## src/rtl/xeng_pkg.sv

```systemverilog
// Shared X-engine output-order types and width helpers.
// Used by the order sequencer, the packetiser and the bench checkers.
package xeng_pkg;

  // Baseline info sized for the largest supported array; narrower users zero-extend.
  localparam int BL_ANT_W_MAX = 12;
  localparam int BL_TAP_W_MAX = 12;

  typedef enum logic {
    SEQ_IDLE  = 1'b0,
    SEQ_ARMED = 1'b1
  } seq_state_e;

  typedef struct packed {
    logic [BL_ANT_W_MAX-1:0] ant_a;
    logic [BL_ANT_W_MAX-1:0] ant_b;
    logic [BL_TAP_W_MAX-1:0] tap;
    logic                    conj;
    logic                    auto;
    logic                    redundant;
    logic                    first;
    logic                    last;
  } bl_info_t;

  function automatic int clog2(input int n);
    int r;
    r = 0;
    for (int v = 1; v < n; v = v * 2) r++;
    return r;
  endfunction

  function automatic int n_taps(input int n_ants);
    return n_ants / 2 + 1;
  endfunction

  function automatic int ant_bits(input int n_ants);
    return (clog2(n_ants) < 1) ? 1 : clog2(n_ants);
  endfunction

  function automatic int tap_bits(input int n_ants);
    return (clog2(n_taps(n_ants)) < 1) ? 1 : clog2(n_taps(n_ants));
  endfunction

endpackage

```

## src/rtl/mod_counter.sv

```systemverilog
// Modulo-MOD up-counter with restart. cnt_o is the index of the word in the
// current cycle (zero while clr_i is high), wrap_o flags its terminal value.
module mod_counter #(
  parameter int MOD = 4,
  parameter int W   = 2
) (
  input  logic         clk_i,
  input  logic         rst_i,
  input  logic         en_i,
  input  logic         clr_i,
  output logic [W-1:0] cnt_o,
  output logic         wrap_o
);

  localparam logic [W-1:0] LAST = W'(MOD - 1);

  logic [W-1:0] cnt_q, cnt_d;

  assign cnt_o  = clr_i ? '0 : cnt_q;
  assign wrap_o = (cnt_o == LAST);

  always_comb begin
    cnt_d = cnt_q;
    if (en_i)       cnt_d = wrap_o ? '0 : cnt_o + 1'b1;
    else if (clr_i) cnt_d = '0;
  end

  always_ff @(posedge clk_i) begin
    if (rst_i) cnt_q <= '0;
    else       cnt_q <= cnt_d;
  end

endmodule

```

## src/rtl/bl_order_seq.sv

```systemverilog
// Baseline-order sequencer: labels each valid X-engine output word with its
// canonical antenna pair, tap, flags, window timestamp and window count.
//
// state     | meaning
// SEQ_IDLE  | after reset; en ignored until the first sync
// SEQ_ARMED | tracking windows; every en word is labelled
module bl_order_seq
  import xeng_pkg::*;
#(
  parameter int  N_ANTS     = 32,
  parameter int  MCNT_WIDTH = 48,
  parameter int  FRAME_BITS = 16,
  localparam int ANT_BITS   = ant_bits(N_ANTS),
  localparam int TAP_BITS   = tap_bits(N_ANTS)
) (
  input  logic                  clk_i,
  input  logic                  rst_i,
  input  logic                  sync_i,
  input  logic                  en_i,
  input  logic [MCNT_WIDTH-1:0] mcnt_i,
  output logic                  vld_o,
  output logic [ANT_BITS-1:0]   ant_a_o,
  output logic [ANT_BITS-1:0]   ant_b_o,
  output logic [TAP_BITS-1:0]   tap_o,
  output logic                  conj_o,
  output logic                  auto_o,
  output logic                  redundant_o,
  output logic                  first_o,
  output logic                  last_o,
  output logic [MCNT_WIDTH-1:0] mcnt_o,
  output logic [FRAME_BITS-1:0] frame_cnt_o,
  output logic                  sync_err_o
);

  localparam int                  N_TAPS = n_taps(N_ANTS);
  localparam logic [ANT_BITS-1:0] N_A    = ANT_BITS'(N_ANTS);
  localparam logic [ANT_BITS-1:0] HALF_A = ANT_BITS'(N_ANTS / 2);
  localparam logic [TAP_BITS-1:0] HALF_T = TAP_BITS'(N_ANTS / 2);
  localparam logic                EVEN   = ((N_ANTS % 2) == 0);

  seq_state_e state_q;
  logic adv, i_wrap, t_wrap, k0, wrap_k;
  logic k_nz_q, k_nz_d;
  logic [ANT_BITS-1:0] i_cur, t_a, b_raw, ant_a_d, ant_b_d;
  logic [TAP_BITS-1:0] t_cur;
  logic conj_d, red_d;

  logic                  vld_q, conj_q, auto_q, red_q, first_q, last_q, sync_err_q;
  logic [ANT_BITS-1:0]   ant_a_q, ant_b_q;
  logic [TAP_BITS-1:0]   tap_q;
  logic [MCNT_WIDTH-1:0] mcnt_q;
  logic [FRAME_BITS-1:0] frame_q;

  // A sync in the same cycle as en both arms the block and makes that word k=0.
  assign adv = en_i & (sync_i | (state_q == SEQ_ARMED));

  mod_counter #(.MOD(N_ANTS), .W(ANT_BITS)) u_cnt_i (
    .clk_i  (clk_i),
    .rst_i  (rst_i),
    .en_i   (adv),
    .clr_i  (sync_i),
    .cnt_o  (i_cur),
    .wrap_o (i_wrap)
  );

  mod_counter #(.MOD(N_TAPS), .W(TAP_BITS)) u_cnt_t (
    .clk_i  (clk_i),
    .rst_i  (rst_i),
    .en_i   (adv & i_wrap),
    .clr_i  (sync_i),
    .cnt_o  (t_cur),
    .wrap_o (t_wrap)
  );

  always_comb begin
    t_a     = ANT_BITS'(t_cur);
    // Result is < N_ANTS, so ANT_BITS-wide modular arithmetic is exact.
    b_raw   = (i_cur < t_a) ? (i_cur - t_a + N_A) : (i_cur - t_a);
    conj_d  = (i_cur < b_raw);
    ant_a_d = conj_d ? b_raw : i_cur;
    ant_b_d = conj_d ? i_cur : b_raw;
    red_d   = EVEN & (t_cur == HALF_T) & (i_cur >= HALF_A);
    k0      = (i_cur == '0) & (t_cur == '0);
    wrap_k  = i_wrap & t_wrap;
    k_nz_d  = k_nz_q;
    if (adv)         k_nz_d = ~wrap_k;
    else if (sync_i) k_nz_d = 1'b0;
  end

  always_ff @(posedge clk_i) begin
    if (rst_i) begin
      state_q    <= SEQ_IDLE;
      k_nz_q     <= 1'b0;
      vld_q      <= 1'b0;
      ant_a_q    <= '0;
      ant_b_q    <= '0;
      tap_q      <= '0;
      conj_q     <= 1'b0;
      auto_q     <= 1'b0;
      red_q      <= 1'b0;
      first_q    <= 1'b0;
      last_q     <= 1'b0;
      mcnt_q     <= '0;
      frame_q    <= '0;
      sync_err_q <= 1'b0;
    end else begin
      if (sync_i) state_q <= SEQ_ARMED;
      k_nz_q     <= k_nz_d;
      sync_err_q <= sync_i & k_nz_q;
      vld_q      <= adv;
      if (adv) begin
        ant_a_q <= ant_a_d;
        ant_b_q <= ant_b_d;
        tap_q   <= t_cur;
        conj_q  <= conj_d;
        auto_q  <= (t_cur == '0);
        red_q   <= red_d;
        first_q <= k0;
        last_q  <= wrap_k;
        if (k0)     mcnt_q  <= mcnt_i;
        if (wrap_k) frame_q <= frame_q + 1'b1;
      end
    end
  end

  assign vld_o       = vld_q;
  assign ant_a_o     = ant_a_q;
  assign ant_b_o     = ant_b_q;
  assign tap_o       = tap_q;
  assign conj_o      = conj_q;
  assign auto_o      = auto_q;
  assign redundant_o = red_q;
  assign first_o     = first_q;
  assign last_o      = last_q;
  assign mcnt_o      = mcnt_q;
  assign frame_cnt_o = frame_q;
  assign sync_err_o  = sync_err_q;

endmodule

```

## config.mk

```make
export PLATFORM = sky130hd
export DESIGN_NAME = bl_order_seq
export DESIGN_NICKNAME = d
export VERILOG_FILES = /design/src/rtl/xeng_pkg.sv /design/src/rtl/mod_counter.sv /design/src/rtl/bl_order_seq.sv
export SDC_FILE = /design/constraint.sdc
export NUM_CORES = 1
export LEC_CHECK = 0
export CORE_MARGIN = 2
export CORE_UTILIZATION = 41
export CTS_CLUSTER_DIAMETER = 30
export CTS_CLUSTER_SIZE = 8
export DETAILED_ROUTE_END_ITERATION = 10
export PLACE_DENSITY = 0.76
export REMOVE_ABC_BUFFERS = 1
export SYNTH_ARGS = -nofsm -noshare
export SYNTH_HDL_FRONTEND = slang
export SYNTH_SLANG_ARGS = --single-unit
```

## constraint.sdc

```tcl
create_clock -name clk_i -period 4.13 [get_ports clk_i]
set_input_delay 1.239 -clock clk_i [delete_from_list [all_inputs] [get_ports clk_i]]
set_output_delay 1.239 -clock clk_i [all_outputs]
set_load 0.02 [all_outputs]
```

==> impl_metrics.prom, run 1 <==
# TYPE chip_impl_metric gauge
chip_impl_metric{name="max_slew_margin",unit=""} 0.613
chip_impl_metric{name="fp.coreArea",unit="mm2"} 0.00986
chip_impl_metric{name="power.share.clock",unit=""} 0.323
chip_impl_metric{name="drtPass1Iterations",unit=""} 4
chip_impl_metric{name="cts.htree.levels",unit=""} 3
chip_impl_metric{name="postLayoutCoreUtil",unit=""} 0.616
chip_impl_metric{name="simple_gate_share_of_the_synthesized_area",unit=""} 0.257
chip_impl_metric{name="insertedDiodeCount",unit=""} 0
chip_impl_metric{name="synth-edff-count",unit=""} 0
chip_impl_metric{name="die_area",unit="mm2"} 0.0111
chip_impl_metric{name="worstPathArrival",unit="ps"} 4160
chip_impl_info{name="clock_tree_from_tritoncts",value="done"} 1
chip_impl_metric{name="die_w",unit="um"} 105
chip_impl_metric{name="grt_antenna_before_repair",unit=""} 0
chip_impl_metric{name="p_leak",unit="nW"} 2.28
chip_impl_metric{name="switching_power",unit="W"} 0.000511
chip_impl_metric{name="io-pin-count",unit=""} 138
chip_impl_metric{name="asyncSetResetFlopFracSynth",unit=""} 0
chip_impl_metric{name="final.setup_skew",unit="ps"} 11.7
chip_impl_info{name="type_of_the_tightest_min_delay_check",value="reg -> reg"} 1
chip_impl_metric{name="finalSetupTns",unit="ps"} 0
chip_impl_metric{name="wirelength",unit="mm"} 11.3
chip_impl_metric{name="final_min_period_over_clock_period",unit=""} 0.944
chip_impl_metric{name="synth.cell_area",unit="mm2"} 0.00420
chip_impl_metric{name="area.growth.synth_to_final",unit="%"} 44.7
chip_impl_info{name="reg2reg_from",value="u_cnt_i.cnt_q[1]$_SDFF_PP0_"} 1
chip_impl_metric{name="critical_path_data_required_time",unit="ps"} 4390
chip_impl_info{name="synth_top_family_by_area",value="simple AND/OR/NAND/NOR gates"} 1
chip_impl_metric{name="drt_iter0_drc",unit=""} 179
chip_impl_metric{name="post_route_worst_setup_slack",unit="ps"} 233
chip_impl_metric{name="floorplan.initialDensity",unit=""} 0.426
chip_impl_info{name="startpoint",value="sync_i"} 1
chip_impl_metric{name="internal-power",unit="W"} 0.00141
chip_impl_metric{name="synth.avg_cell_area",unit="um2"} 8.17
chip_impl_metric{name="area_share_of_xor_xnor_cells_in_the_synthesized_design",unit=""} 0.0438
chip_impl_info{name="critPathCaptureType",value="flop"} 1
chip_impl_info{name="status",value="complete, no violations"} 1
chip_impl_info{name="ctsRootBufferMaster",value="sky130_fd_sc_hd__clkbuf_8"} 1
chip_impl_info{name="criticalPathCategory",value="in -> reg"} 1
chip_impl_metric{name="clkLatencyLatePin",unit="ps"} 360
chip_impl_metric{name="totalPowerFinal",unit="W"} 0.00192
chip_impl_info{name="synth_top_flop_cell",value="sky130_fd_sc_hd__dfxtp_1"} 1
chip_impl_metric{name="netlist_instances",unit=""} 514
chip_impl_metric{name="report.final.slew_viol_count",unit=""} 0
chip_impl_metric{name="first_pass_grt_wire_length",unit="mm"} 18.6
chip_impl_metric{name="yosys_warnings",unit=""} 0
chip_impl_metric{name="clk_path_buf_depth",unit=""} 2
chip_impl_metric{name="finalCriticalPeriod",unit="ps"} 3900
chip_impl_metric{name="grtUsageTotal",unit=""} 0.206
chip_impl_metric{name="ys_types",unit=""} 51
chip_impl_metric{name="layout.filler_cells",unit=""} 868
chip_impl_metric{name="vdd_drop_max",unit="mV"} 0.188
chip_impl_info{name="hp-start",value="k_nz_q$_SDFFE_PP0P_"} 1
chip_impl_metric{name="holdWs",unit="ps"} 441
chip_impl_info{name="mostFrequentLayoutCell",value="sky130_fd_sc_hd__clkdlybuf4s50_1"} 1
chip_impl_info{name="timing.critical_path.from_type",value="primary input"} 1
chip_impl_metric{name="worst_pin_slew",unit="ps"} 580
chip_impl_metric{name="grt_ovf",unit=""} 0
chip_impl_metric{name="synth.area.mux_share",unit=""} 0.0191
chip_impl_metric{name="synth_seq_area_share",unit=""} 0.467
chip_impl_metric{name="viasPerCell",unit=""} 5.02
chip_impl_metric{name="pin_count_of_the_biggest_net_entering_global_routing",unit=""} 49
chip_impl_metric{name="p_sw_frac",unit=""} 0.266
chip_impl_metric{name="yosysTopAreaCellShare",unit=""} 0.467
chip_impl_metric{name="number_of_global_route_vias_before_repair",unit=""} 4010
chip_impl_metric{name="dp.final_hpwl",unit="mm"} 8.10
chip_impl_metric{name="crit_path_max_fanout",unit=""} 6
chip_impl_metric{name="clkSlewWorstSetupHoldPaths",unit="ps"} 100
chip_impl_metric{name="drt_drc_violations_left",unit=""} 0
chip_impl_metric{name="die_height",unit="um"} 105
chip_impl_metric{name="postCtsHoldBufs",unit=""} 0
chip_impl_info{name="grt_setup_unrepaired",value="no"} 1
chip_impl_metric{name="clkSinkCount",unit=""} 98
chip_impl_info{name="post-synth-top-area-cell",value="sky130_fd_sc_hd__dfxtp_1"} 1
chip_impl_info{name="leading_post_synthesis_cells_by_cell_area",value="sky130_fd_sc_hd__dfxtp_1, sky130_fd_sc_hd__nand2_1, sky130_fd_sc_hd__a21oi_1"} 1
chip_impl_metric{name="post_synthesis_compound_gate_area_fraction",unit=""} 0.137
chip_impl_metric{name="dpl_worst_slack",unit="ps"} -668
chip_impl_metric{name="gpl.final_weighted_congestion",unit=""} 0.859
chip_impl_metric{name="ys_seq_elements",unit=""} 98
chip_impl_metric{name="max-cap-violations",unit=""} 0
chip_impl_metric{name="synth-adder-area-share",unit=""} 0.0268
chip_impl_metric{name="number_of_endpoints_failing_setup_at_the_final_stage",unit=""} 0
chip_impl_metric{name="power.share.sequential",unit=""} 0.521
chip_impl_metric{name="wire_per_inst",unit="um"} 14.2
chip_impl_metric{name="via_count",unit=""} 4014
chip_impl_metric{name="max_freq",unit="MHz"} 257
chip_impl_metric{name="place.port_buffers",unit=""} 137
chip_impl_metric{name="power.share.combinational",unit=""} 0.156
chip_impl_metric{name="cts_made_buffers",unit=""} 9
chip_impl_metric{name="pwr_density_cell",unit="mW/mm2"} 316
chip_impl_metric{name="finalHoldViolations",unit=""} 0
chip_impl_metric{name="post_route_cells_drive_above_1_share",unit=""} 0.105
chip_impl_metric{name="rows",unit=""} 36
chip_impl_info{name="final_cell_mix",value="sky130_fd_sc_hd__clkdlybuf4s50_1, sky130_fd_sc_hd__nand2_1, sky130_fd_sc_hd__dfxtp_1"} 1
chip_impl_metric{name="design.final.nets",unit=""} 722
chip_impl_metric{name="ant_nets",unit=""} 0
## critical path, stage by stage
cell	delay, ps
sky130_fd_sc_hd__clkbuf_2	120
sky130_fd_sc_hd__nand2b_4	150
sky130_fd_sc_hd__inv_1	80
sky130_fd_sc_hd__ha_1	170
sky130_fd_sc_hd__inv_1	60
sky130_fd_sc_hd__ha_1	210
sky130_fd_sc_hd__buf_4	150
sky130_fd_sc_hd__or4_1	510
sky130_fd_sc_hd__o211ai_1	130
sky130_fd_sc_hd__and2_4	210
sky130_fd_sc_hd__ha_4	200
sky130_fd_sc_hd__a21oi_2	220
sky130_fd_sc_hd__o221ai_2	210
sky130_fd_sc_hd__buf_4	190
sky130_fd_sc_hd__a2111oi_2	290
## layout make-up
| class | count | area, um2 | area share |
|---|---|---|---|
| Clock buffer | 10 | 128 | 0.0210 |
| Clock inverter | 6 | 65.1 | 0.0107 |
| Inverter | 10 | 37.5 | 0.00618 |
| Multi-Input combinational cell | 373 | 2100 | 0.345 |
| Sequential cell | 98 | 1960 | 0.323 |
| Tap cell | 133 | 166 | 0.0274 |
| Timing Repair Buffer | 169 | 1620 | 0.267 |
## through the flow
stage / instance area, um2 / instances
6_report: 6080 / 799
3_3_place_gp: 5790 / 777
4_1_cts: 6050 / 797
2_1_floorplan: 4030 / 480
5_1_grt: 6080 / 799
3_5_place_dp: 5790 / 777
## cell usage after synthesis (all sizes together) (7+ instances only)
master	count
nor2b	8
nand2	124
nand2b	7
a21oi	70
inv	10
nor2	46
ha	9
mux2i	8
clkbuf	23
o21ai	8
nor3	14
xor2	11
xnor2	10
buf	11
dfxtp	98
## flip-flops by register name, indices dropped and copies added (netlist names), 5 cells and up
| signal | count |
|---|---|
| mcnt_o | 48 |
| ant_a_o | 5 |
| frame_cnt_o | 16 |
| ant_b_o | 5 |
| u_cnt_i.cnt_q | 5 |
| tap_o | 5 |
| u_cnt_t.cnt_q | 5 |
## logic make-up after synthesis
group | after synthesis
simple gates | 236
compound gates | 98
flops | 98
buf+inv | 44
xor+xnor | 21
fa+ha+maj | 9
mux | 8
## timing repair
action | CTS | global route
endpoints found under the setup margin | 11 | 9
resized for setup | 7 | 5
buffers inserted | 3 | 2
gates cloned | 1 | 0
endpoints found under the hold margin | 0 | 0
pin swaps | 4 | 6
## final timing paths
path / end / slack (ps) / cells after the start
max: ant_b_o[1]$_SDFFE_PP0P_ / 230 / 15
min: sync_err_o$_SDFF_PP0_ / 440 / 2
min reg2reg: sync_err_o$_SDFF_PP0_ / 440 / 2
max reg2reg: ant_b_o[1]$_SDFFE_PP0P_ / 770 / 12
## routing by layer
layer | part of all wire | vias up | GRT usage
met5 | 0 | - | 0
met4 | 0.025 | 0 | 0.0924
met3 | 0.060 | 23 | 0.0449
met2 | 0.48 | 123 | 0.354
met1 | 0.43 | 1867 | 0.245
li1 | - | 2001 | -
## power groups by stage
stage	clock network, W	logic, W	registers [W]
floorplan	0	0.0000794	0.00107
global placement	0	0.000290	0.00102
detailed placement	0	0.000295	0.00102
CTS	0.000638	0.000300	0.00100
global route	0.000678	0.000321	0.00101
finish	0.000621	0.000299	0.00100
No activity file was read; power rests on OpenSTA's default activity.
==> run 2: changes to the inputs <==
--- a/config.mk
+++ b/config.mk
@@ -10,8 +10,11 @@
 export CTS_CLUSTER_DIAMETER = 30
 export CTS_CLUSTER_SIZE = 8
 export DETAILED_ROUTE_END_ITERATION = 10
+export MAX_ROUTING_LAYER = met4
 export PLACE_DENSITY = 0.76
 export REMOVE_ABC_BUFFERS = 1
+export SETUP_SLACK_MARGIN = 0.15
+export SKIP_LAST_GASP = 1
 export SYNTH_ARGS = -nofsm -noshare
 export SYNTH_HDL_FRONTEND = slang
 export SYNTH_SLANG_ARGS = --single-unit
==> impl_metrics.prom, run 2 (synthesized netlist as in run 1, its figures left out) <==
# TYPE chip_impl_metric gauge
chip_impl_metric{name="insertedDiodeCount",unit=""} 0
chip_impl_info{name="final_cell_mix",value="sky130_fd_sc_hd__clkdlybuf4s50_1, sky130_fd_sc_hd__nand2_1, sky130_fd_sc_hd__dfxtp_1"} 1
chip_impl_metric{name="power.share.combinational",unit=""} 0.155
chip_impl_metric{name="post_route_cells_drive_above_1_share",unit=""} 0.108
chip_impl_metric{name="via_count",unit=""} 4033
chip_impl_metric{name="finalHoldViolations",unit=""} 0
chip_impl_info{name="status",value="complete, no violations"} 1
chip_impl_metric{name="viasPerCell",unit=""} 5.05
chip_impl_metric{name="pwr_density_cell",unit="mW/mm2"} 316
chip_impl_metric{name="pin_count_of_the_biggest_net_entering_global_routing",unit=""} 49
chip_impl_metric{name="ant_nets",unit=""} 0
chip_impl_metric{name="switching_power",unit="W"} 0.000511
chip_impl_metric{name="gpl.final_weighted_congestion",unit=""} 0.873
chip_impl_metric{name="io-pin-count",unit=""} 138
chip_impl_metric{name="placedCellCount",unit=""} 777
chip_impl_metric{name="finalCriticalPeriod",unit="ps"} 3870
chip_impl_metric{name="die_area",unit="mm2"} 0.0111
chip_impl_metric{name="cts_made_buffers",unit=""} 9
chip_impl_info{name="critPathCaptureType",value="flop"} 1
chip_impl_metric{name="power.share.clock",unit=""} 0.323
chip_impl_metric{name="largest_reg_flops",unit=""} 48
chip_impl_metric{name="max_slew_margin",unit=""} 0.619
chip_impl_metric{name="p_sw_frac",unit=""} 0.266
chip_impl_info{name="timing.critical_path.from_type",value="primary input"} 1
chip_impl_metric{name="critical_path_data_required_time",unit="ps"} 4370
chip_impl_metric{name="postLayoutCoreUtil",unit=""} 0.617
chip_impl_metric{name="internal-power",unit="W"} 0.00141
chip_impl_metric{name="floorplan.initialDensity",unit=""} 0.426
chip_impl_info{name="grt_setup_unrepaired",value="no"} 1
chip_impl_info{name="clock_tree_from_tritoncts",value="done"} 1
chip_impl_metric{name="post-route-cell-area",unit="mm2"} 0.00609
chip_impl_metric{name="drt_iter0_drc",unit=""} 189
chip_impl_metric{name="worstPathArrival",unit="ps"} 4100
chip_impl_metric{name="power.share.sequential",unit=""} 0.521
chip_impl_metric{name="first_pass_grt_wire_length",unit="mm"} 18.7
chip_impl_metric{name="fp.coreArea",unit="mm2"} 0.00986
chip_impl_metric{name="area.growth.synth_to_final",unit="%"} 44.9
chip_impl_info{name="ctsRootBufferMaster",value="sky130_fd_sc_hd__clkbuf_8"} 1
chip_impl_metric{name="holdWs",unit="ps"} 442
chip_impl_metric{name="dp.final_hpwl",unit="mm"} 8.10
chip_impl_metric{name="postCtsHoldBufs",unit=""} 0
chip_impl_metric{name="grtUsageTotal",unit=""} 0.213
chip_impl_info{name="ordered_cell_list_for_the_critical_path",value="clkbuf_2 > nand2b_4 > inv_2 > ha_2 > inv_1 > ha_1 > buf_4 > or4_4 > o211ai_1 > and2_4 > ha_4 > nand4b_1 > o221ai_2 > mux2i_1 > a211oi_1"} 1
chip_impl_metric{name="worst_pin_slew",unit="ps"} 571
chip_impl_metric{name="cts.htree.levels",unit=""} 3
chip_impl_metric{name="instances_no_fill",unit=""} 799
chip_impl_metric{name="max_freq",unit="MHz"} 259
chip_impl_metric{name="clkSinkCount",unit=""} 98
chip_impl_metric{name="wirelength",unit="mm"} 11.4
chip_impl_metric{name="total_placed_instance_area",unit="mm2"} 0.00579
chip_impl_info{name="type_of_the_tightest_min_delay_check",value="reg -> reg"} 1
chip_impl_metric{name="final.setup_skew",unit="ps"} 11.2
chip_impl_metric{name="design.final.nets",unit=""} 722
chip_impl_info{name="critPathSlowestCell",value="sky130_fd_sc_hd__or4_4"} 1
chip_impl_metric{name="grt_antenna_before_repair",unit=""} 0
chip_impl_metric{name="clkSlewWorstSetupHoldPaths",unit="ps"} 100
chip_impl_metric{name="clk_path_buf_depth",unit=""} 2
chip_impl_metric{name="post_route_worst_setup_slack",unit="ps"} 264
chip_impl_metric{name="number_of_endpoints_failing_setup_at_the_final_stage",unit=""} 0
chip_impl_metric{name="clkLatencyLatePin",unit="ps"} 360
chip_impl_metric{name="dpl_worst_slack",unit="ps"} -668
chip_impl_metric{name="final_min_period_over_clock_period",unit=""} 0.936
chip_impl_metric{name="rows",unit=""} 36
chip_impl_metric{name="crit_path_max_fanout",unit=""} 6
chip_impl_metric{name="place.port_buffers",unit=""} 137
chip_impl_info{name="mostFrequentLayoutCell",value="sky130_fd_sc_hd__clkdlybuf4s50_1"} 1
chip_impl_metric{name="max-cap-violations",unit=""} 0
chip_impl_metric{name="grt_ovf",unit=""} 0
chip_impl_metric{name="die_height",unit="um"} 105
chip_impl_metric{name="number_of_global_route_vias_before_repair",unit=""} 4019
chip_impl_metric{name="die_w",unit="um"} 105
chip_impl_metric{name="report.final.slew_viol_count",unit=""} 0
chip_impl_metric{name="crit_path_max_cell_delay",unit="ps"} 520
chip_impl_metric{name="drt_drc_violations_left",unit=""} 0
chip_impl_metric{name="wire_per_inst",unit="um"} 14.3
chip_impl_metric{name="vdd_drop_max",unit="mV"} 0.190
chip_impl_metric{name="drtPass1Iterations",unit=""} 4
chip_impl_info{name="criticalPathCategory",value="in -> reg"} 1
chip_impl_metric{name="p_leak",unit="nW"} 2.28
run 2: final cells by class:
| class | instances | area (um2) |
|---|---|---|
| sequential | 98 | 1960 |
| multi-input combinational | 373 | 2110 |
| tap | 133 | 166 |
| inverter | 10 | 37.5 |
| timing repair buffer | 169 | 1620 |
| fill | 866 | 3780 |
| clock buffer | 10 | 128 |
| clock inverter | 6 | 65.1 |
run 2: what timing repair did:
action,in CTS,in global routing
resized for setup,12,3
pin swaps,5,4
setup buffers,4,1
cloned,1,0
endpoints found under the setup margin,11,10
run 2: metal layers:
metal	vias up	GRT usage	routed length, um
li1	1996	-	-
met1	1889	0.246	4950
met2	126	0.360	5590
met3	22	0.0405	603
met4	0	0.0895	273
met5	-	-	0
run 2: final timing paths:
path                                     from                 endpoint  slack [ps]  cells past startpoint
setup / recovery                       sync_i  ant_a_o[3]$_SDFFE_PP0P_         260                     15
hold / removal            k_nz_q$_SDFFE_PP0P_    sync_err_o$_SDFF_PP0_         440                      2
setup reg to reg  u_cnt_i.cnt_q[1]$_SDFF_PP0_  ant_a_o[3]$_SDFFE_PP0P_         750                     12
hold reg to reg           k_nz_q$_SDFFE_PP0P_    sync_err_o$_SDFF_PP0_         440                      2
run 2: worst max-delay path: cells and delay by family:
kind,cells,cell delay [ps]
and+or+nand+nor,4,1070
AOI/OAI and AO/OA,3,600
adders and majority gates,3,530
buffers and inverters,4,400
muxes,1,250
run 2: power groups by stage:
stage                     clock network, W  logic [W]  registers (W)
after floorplan                          0  0.0000794        0.00107
after global placement                   0   0.000290        0.00102
after detailed placement                 0   0.000295        0.00102
after CTS                         0.000638   0.000300        0.00100
after global routing              0.000678   0.000320        0.00101
final                             0.000621   0.000298        0.00100
run 2: through the flow:
step / TNS [ps] / power [W]
2_1_floorplan: -267 / 0.00114
3_3_place_gp: -5000 / 0.00131
3_5_place_dp: -6110 / 0.00132
4_1_cts: 0 / 0.00194
5_1_grt: 0 / 0.00200
6_report: 0 / 0.00192
